**config.mk**
```make
export PLATFORM = sky130hd
export DESIGN_NAME = seven_seg_decoder
export DESIGN_NICKNAME = d
export VERILOG_FILES = /design/src/rtl/seven_seg_decoder.sv
export SDC_FILE = /design/constraint.sdc
export NUM_CORES = 1
export LEC_CHECK = 0
export CAP_MARGIN = 10
export CORE_UTILIZATION = 45
export CTS_BUF_LIST = sky130_fd_sc_hd__clkbuf_8
export DETAILED_ROUTE_END_ITERATION = 10
export PLACE_DENSITY_LB_ADDON = 0.05
export SETUP_SLACK_MARGIN = 0.2
export SLEW_MARGIN = 40
export SYNTH_ARGS = -nofsm -noshare
export SYNTH_HDL_FRONTEND = slang
export SYNTH_SLANG_ARGS = --single-unit
```
**constraint.sdc**
```tcl
create_clock -name clk -period 2 [get_ports clk]
set_input_delay 0.5 -clock clk [delete_from_list [all_inputs] [get_ports clk]]
set_output_delay 0.5 -clock clk [all_outputs]
set_load 0.05 [all_outputs]
```
**src/rtl/seven_seg_decoder.sv**
```systemverilog
// Sign code + 3 BCD digits -> signed 8-bit value via reverse double-dabble, one shift per clock.
// Latency: result valid 10 clocks after the accepting edge, fixed for good and bad requests.
// Backpressure: one request in flight; in_ready low until the result is taken with out_ready.
module seven_seg_decoder #(
    parameter logic [3:0] NEG_CODE = 4'd15,
    parameter logic [3:0] POS_CODE = 4'd14
) (
    input  logic       clk,
    input  logic       rst_n,
    input  logic       in_valid,
    output logic       in_ready,
    input  logic [3:0] sign,
    input  logic [3:0] hun,
    input  logic [3:0] ten,
    input  logic [3:0] one,
    output logic       out_valid,
    input  logic       out_ready,
    output logic [7:0] number,
    output logic       err
);

    typedef enum logic [1:0] {IDLE, CONV, DONE} state_t;

    state_t      state, state_nxt;
    logic [11:0] bcd_q;
    logic [9:0]  bin_q;
    logic        neg_q;
    logic        bad_q;
    logic [3:0]  cnt_q;

    logic [11:0] bcd_sh;
    logic [11:0] bcd_nxt;
    logic [9:0]  bin_nxt;
    logic        last_shift;
    logic        load_bad;
    logic [7:0]  number_nxt;
    logic        err_nxt;

    assign last_shift = (state == CONV) && (cnt_q == 4'd9);
    assign load_bad   = ((sign != NEG_CODE) && (sign != POS_CODE)) ||
                        (hun > 4'd9) || (ten > 4'd9) || (one > 4'd9);

    // Shift right across the BCD/binary boundary, then pull each digit back by 3 if it reached 8+.
    always_comb begin
        bcd_sh  = {1'b0, bcd_q[11:1]};
        bin_nxt = {bcd_q[0], bin_q[9:1]};
        bcd_nxt = bcd_sh;
        for (int d = 0; d < 3; d++) begin
            if (bcd_sh[d*4 +: 4] >= 4'd8) begin
                bcd_nxt[d*4 +: 4] = bcd_sh[d*4 +: 4] - 4'd3;
            end
        end
    end

    // Range check uses the magnitude produced by the final shift, so the result lands with DONE.
    always_comb begin
        number_nxt = 8'h00;
        err_nxt    = 1'b1;
        if (!bad_q) begin
            if (!neg_q && (bin_nxt <= 10'd127)) begin
                number_nxt = bin_nxt[7:0];
                err_nxt    = 1'b0;
            end else if (neg_q && (bin_nxt <= 10'd128)) begin
                number_nxt = 8'h00 - bin_nxt[7:0];
                err_nxt    = 1'b0;
            end
        end
    end

    always_ff @(posedge clk or negedge rst_n) begin
        if (!rst_n) begin
            state <= IDLE;
        end else begin
            state <= state_nxt;
        end
    end

    always_comb begin
        state_nxt = state;
        case (state)
            IDLE:    if (in_valid)   state_nxt = CONV;
            CONV:    if (last_shift) state_nxt = DONE;
            DONE:    if (out_ready)  state_nxt = IDLE;
            default:                 state_nxt = IDLE;
        endcase
    end

    always_comb begin
        in_ready  = (state == IDLE);
        out_valid = (state == DONE);
    end

    always_ff @(posedge clk or negedge rst_n) begin
        if (!rst_n) begin
            bcd_q  <= '0;
            bin_q  <= '0;
            neg_q  <= 1'b0;
            bad_q  <= 1'b0;
            cnt_q  <= '0;
            number <= 8'h00;
            err    <= 1'b0;
        end else begin
            case (state)
                IDLE: begin
                    if (in_valid) begin
                        bcd_q <= {hun, ten, one};
                        bin_q <= '0;
                        neg_q <= (sign == NEG_CODE);
                        bad_q <= load_bad;
                        cnt_q <= '0;
                    end
                end
                CONV: begin
                    bcd_q <= bcd_nxt;
                    bin_q <= bin_nxt;
                    cnt_q <= cnt_q + 4'd1;
                    if (last_shift) begin
                        number <= number_nxt;
                        err    <= err_nxt;
                    end
                end
                default: ;
            endcase
        end
    end

endmodule

```
==> impl_metrics.yaml, run 1 <==
cells_and_area:
  seq_area_um2: 951
  multi_input_area_um2: 901
  final_cell_mix: "44 x nand2_1, 38 x dfrtp_1, 19 x clkdlybuf4s50_1"
  n_antenna_cell: 0
  final_cells: 295
  fillers: 358
  drive_gt1_share_pct: 10.6
  nets: 273
  syn_to_final_growth_pct: 25.0
  final_common_cell: "nand2_1"
timing:
  rsz0062_at_grt: "no"
  fin_crit_sh_pct: 83.3
  worst_slew_pin_slew_ns: 0.488
  fmax_mhz: 600
  drv_slew: 0
  hold_viol: 0
  slew_headroom_pct: 67.6
  setup_violations: 0
  finalClockSkew_ns: 0.00695
  tns_ns: 0
  min_period_ns: 1.67
yosys:
  synthCells: 211
  synth-seq-cells: 38
  syn-num-nets: 238
  seq_area_frac_synth_pct: 49.8
  ys_types: 31
  yosysWarningCount: 0
  netlist_area_um2: 1910
  syn_area_per_cell_um2: 9.05
drt:
  drtIter0Drc: 88
  routedWlPerCell_um: 13.7
  drt_wl_total_um: 4040
  drcViolationCount: 0
  dr_total_vias: 1600
  drt-pass1-iter-count: 4
  drtAntennaViolNets: 0
  vias_per_cell: 5.42
global_routing:
  grt_busiest_layer: "met2"
  antenna_found_initial: 0
  grt_use_met3_pct: 6.08
  grt_pass1_vias: 1502
  gr-total-overflow: 0
  grt_pass1_wl_um: 6750
  grt_usage_pct: 20.5
  met2_usage_pct: 34.5
  grt_start_max_net_pins: 39
  use_met1_pct: 25.2
power:
  power_density_nw_per_um2: 1450
  ir_drop_mv: 0.626
  leakagePower_nw: 1.07
clock_tree:
  root_buffer: "clkbuf_8"
  clockBufferDepth: 2
  cts_buffers: 5
  cts_tree: "built"
  clk_pin_slew_ns: 0.06
  post-cts-setup-buffers: 0
  cts_sinks: 38
  ctsHtreeMaxLevel: 2
  clock_latency_ns: 0.29
floorplanning:
  initial_core_util_pct: 47.4
  dieArea_um2: 4510
  ios: 31
  die_w_um: 67.2
  core_um2: 4030
  rows: 23
  die_h_um: 67.2
place:
  dp_hpwl_um: 2860
  routabilityCongestion: 0.766
  numPortBuffers: 30
  dpl.cell_count: 289
setup_path:
  cp_max_fo: 2
  end_kind: "primary output"
  cp.required_ns: 1.50
  slowest_delay_ns: 0.53
  critPathArrivalTime_ns: 1.17
  worstSetupPathType: "flop to primary output"
  crit_slowest_cell: "dlygate4sd2_1"
  critPathBufInv: 1
  crit_path_start_kind: "flop"
  crit_family: "buffers and inverters"
  cp_cell_sequence: "dlygate4sd2_1"
job:
  cap_viol_max_count: 0
run_status:
  outcome: "complete, no violations"
hold_path:
  min_path_type: "flop to flop"
-- area by class of cell --
cell class / instances / area share, %
well taps: 50 / 2.62
repair buffers: 37 / 14.8
inverters: 10 / 1.57
flip-flops and latches: 38 / 39.8
clock buffers: 6 / 3.46
multi-input cells: 154 / 37.7
-- cell usage after synthesis, drive strengths merged --
cell | instances | share of area (%)
xnor2 | 9 | 4.1
nand2b | 4 | 1.3
and3b | 1 | 0.46
nand4 | 2 | 0.65
xor2 | 2 | 0.92
nor3 | 4 | 1.0
o21ai | 24 | 6.3
nand3 | 6 | 1.6
ha | 7 | 4.6
or3 | 1 | 0.33
nor4 | 2 | 1.4
o211a | 2 | 1.0
a211oi | 1 | 0.39
o22ai | 2 | 0.65
a21boi | 2 | 0.79
clkbuf | 9 | 1.8
inv | 10 | 2.0
mux2i | 1 | 0.52
a21oi | 5 | 1.3
nor2b | 2 | 0.65
a221o | 2 | 1.0
nand2 | 44 | 8.6
nor3b | 2 | 0.79
o41ai | 1 | 0.46
a31oi | 10 | 3.3
nor2 | 15 | 2.9
dfrtp | 38 | 50
o31ai | 2 | 0.79
a211o | 1 | 0.46
-- per-stage QoR --
| stage | total power, W | utilization (%) | setup WS [ns] | instance area [um2] | hold slack, ns |
|---|---|---|---|---|---|
| finish | 0.00347 | 59.3 | 0.334 | 2390 | 0.482 |
| global route | 0.00377 | 59.3 | 0.240 | 2390 | 0.511 |
| CTS | 0.00349 | 59.2 | 0.273 | 2380 | 0.489 |
| detailed placement | 0.00297 | 57.2 | 0.184 | 2300 | 0.478 |
| global placement | 0.00288 | 57.2 | 0.220 | 2300 | 0.468 |
| floorplan | 0.00249 | - | 0.287 | 1910 | 0.204 |
-- state kept, by name, indices dropped and copies added, names as in the netlist --
register	count
number	8
state	2
cnt_q	4
bcd_q	12
bad_q	1
neg_q	1
err	1
bin_q	9
-- repair_timing --
action,4_1_cts,5_1_grt
resized for setup,3,2
setup endpoints to repair,3,9
hold buffers,0,0
-- routing by layer --
layer	vias up	share of wire [%]
met5	-	0
met4	0	1.1
met3	4	4.5
met2	36	49
met1	771	45
li1	789	-
-- power breakdown --
group / switching, W / internal, W
Sequential: 0.000317 / 0.00104
Combinational: 0.000886 / 0.000712
Clock: 0.000245 / 0.000266
-- logic make-up after synthesis --
| kind of cell | after synthesis | share of synthesized area (%) |
|---|---|---|
| DFF | 38 | 49.8 |
| buffers and inverters | 19 | 3.73 |
| AOI/OAI and AO/OA | 52 | 16.5 |
| adders and majority gates | 7 | 4.58 |
| and+or+nand+nor | 83 | 19.8 |
| muxes | 1 | 0.524 |
| xor gates and xnor gates | 11 | 5.04 |
-- final timing paths --
path | startpoint | to | slack [ns] | depth (start not counted)
worst max-delay path | number[2] | number[2] | 0.33 | 1
worst min-delay path | number[0] | number[0] | 0.48 | 2
worst max register to register | bin_q[1] | err | 0.35 | 6
worst min register to register | number[0] | number[0] | 0.48 | 2
max in group asynchronous | rst_n | bcd_q[11] | 1.02 | 2
min in group asynchronous | rst_n | cnt_q[1] | 0.64 | 2
No activity file was read; power rests on OpenSTA's default activity.
==> run 2: changes to the inputs <==
==> constraint.sdc (replaced) <==
create_clock -name clk -period 1.44 [get_ports clk]
set_input_delay 0.36 -clock clk [delete_from_list [all_inputs] [get_ports clk]]
set_output_delay 0.36 -clock clk [all_outputs]
set_load 0.05 [all_outputs]
==> run 2 against run 1 <==
  * The flow now finishes with violations (negative setup slack)
  * Utilization rose by 26 points
  * Sequential share of layout area is 12 points lower
  * Setup slack worse by 0.43 ns
  * Clock power rose by 35%
  * Clock-buffer cell count decreased by 1
  * Non-clock buffer count grew 60
  * Critical path depth increased by 5
  * Via count increased by 25%
  * Sequential cell count unchanged
  * Critical path type is now flop to flop
  * Largest cell class is now multi-input gates
==> impl_metrics.yaml, run 2 (same netlist as run 1, synthesis figures left out) <==
timing:
  min_period_ns: 1.54
  drv_slew: 0
  hold_viol: 0
  setup_violations: 31
  hold_ws_ns: 0.445
  finalClockSkew_ns: 0.00210
  worst_slew_pin_slew_ns: 0.311
  rsz0062_at_grt: "yes"
  slew_headroom_pct: 79.0
  fin_crit_sh_pct: 107
  post-route-worst-setup-slack_ns: -0.0975
  fmax_mhz: 650
place:
  post-place-ws_ns: -0.187
  dp_hpwl_um: 3330
  routabilityCongestion: 0.751
  dpl.cell_count: 313
  numPortBuffers: 30
global_routing:
  gr-total-overflow: 0
  grt_pass1_vias: 1981
  antenna_found_initial: 0
  grt_usage_pct: 28.2
  grt_pass1_wl_um: 9270
  grt_start_max_net_pins: 39
power:
  sw_frac_of_total_pct: 41.4
  combPwrFrac_pct: 64.9
  power_density_nw_per_um2: 2140
  ir_drop_mv: 1.42
  intPower_w: 0.00432
  seqPwrFrac_pct: 25.8
  clkPwrFrac_pct: 9.3
  power.switching_w: 0.00305
  leakagePower_nw: 1.54
cells_and_area:
  drive_gt1_share_pct: 45.9
  regMostFlops: "bcd_q"
  final_cell_mix: "37 x dfrtp_1, 37 x buf_4, 34 x nand2_1"
  final_cells: 357
  nets: 334
  n_antenna_cell: 0
  largest_reg_flops: 12
  syn_to_final_growth_pct: 80.6
  biggestRegsByFlops: "bcd_q: 12 flops, bin_q: 9 flops, number: 8 flops"
setup_path:
  cp_max_fo: 8
  reg2reg_slack_ns: -0.1
  cp_cell_sequence: "inv_1 > ha_2 > and3b_2 > nand2_4 > a211o_4 > a21boi_2"
  crit_slowest_cell: "dfrtp_1"
  rr_startpoint: "cnt_q[1]"
  worstSetupPathType: "flop to flop"
  slowest_delay_ns: 0.39
  worstSetupEndpoint: "err"
  critPathArrivalTime_ns: 1.72
  rr_worst_depth: 6
  crit_path_start_kind: "flop"
  r2r_end: "err"
  end_kind: "flop"
  cp.required_ns: 1.62
  startpoint: "cnt_q[1]"
run_status:
  violations: "negative setup slack"
  outcome: "finished, violations left"
clock_tree:
  clk_pin_slew_ns: 0.07
  cts_tree: "built"
  ctsHtreeMaxLevel: 2
  cts_sinks: 38
  clock_latency_ns: 0.29
  clockBufferDepth: 2
  cts_buffers: 5
  root_buffer: "clkbuf_8"
drt:
  vias_per_cell: 5.61
  dr_total_vias: 2001
  drcViolationCount: 0
  drtIter0Drc: 126
  drt_wl_total_um: 6550
  drtAntennaViolNets: 0
  drt-pass1-iter-count: 4
  routedWlPerCell_um: 18.3
floorplanning:
  die_h_um: 67.2
  rows: 23
  core_um2: 4030
  initial_core_util_pct: 47.4
  ios: 31
  dieArea_um2: 4510
  die_w_um: 67.2
job:
  cap_viol_max_count: 0
hold_path:
  min_path_type: "primary input to asynchronous set/reset pin"
==> run 2: repair_timing <==
action | 4_1_cts | 5_1_grt
gates resized for setup | 44 | 52
endpoints found under the setup margin | 39 | 45
pin swaps | 9 | 42
setup buffers | 22 | 10
gates cloned | 4 | 1
hold buffers | 0 | 0
==> run 2: worst max-delay path: cells and delay by family (launching register included) <==
family,cells,cell delay [ns]
AND/OR/NAND/NOR,2,0.31
flip-flops,1,0.39
AO/OA/AOI/OAI,2,0.50
buffers and inverters,1,0.07
adder cells (fa/ha/maj),1,0.16
==> run 2: per-stage QoR <==
stage	setup TNS [ns]	utilization [%]	power [W]	cell area [um2]
floorplan	0	-	0.00363	2000
global placement	-2.65	66.9	0.00469	2700
detailed placement	-3.36	66.9	0.00485	2700
CTS	-0.334	78.7	0.00651	3170
global route	-3.70	85.7	0.00777	3450
finish	-1.72	85.7	0.00737	3450
==> run 2: per-layer routing <==
layer,up-vias,wire [um],track usage (%)
met5,-,0,0
met4,0,86,11.4
met3,8,398,6.76
met2,86,3550,49.6
met1,989,2510,32.8
li1,918,-,-
==> run 2: final cells by class <==
type / instances / area (um2)
clock buffers: 5 / 68.8
clock inverters: 2 / 7.51
fillers: 181 / 578
inverters: 10 / 37.5
multi-input cells: 155 / 1230
flip-flops and latches: 38 / 952
well taps: 50 / 62.6
repair buffers: 97 / 1090
==> run 2: worst min path at each step <==
stage	start	slack (ns)	to
6_report	rst_n	0.45	cnt_q[0]
5_1_grt	rst_n	0.47	cnt_q[0]
4_1_cts	rst_n	0.45	cnt_q[3]
3_5_place_dp	bcd_q[11]	0.52	bcd_q[11]
3_3_place_gp	bcd_q[11]	0.52	bcd_q[11]
2_1_floorplan	rst_n	0.06	bad_q
==> run 2: power by group through the flow <==
| stage | combinational [W] | sequential [W] | clock (W) |
|---|---|---|---|
| finish | 0.00478 | 0.00190 | 0.000689 |
| detailed placement | 0.00303 | 0.00182 | 0 |
| CTS | 0.00398 | 0.00184 | 0.000692 |
| global route | 0.00510 | 0.00195 | 0.000723 |
| floorplan | 0.00173 | 0.00190 | 0 |
| global placement | 0.00290 | 0.00179 | 0 |
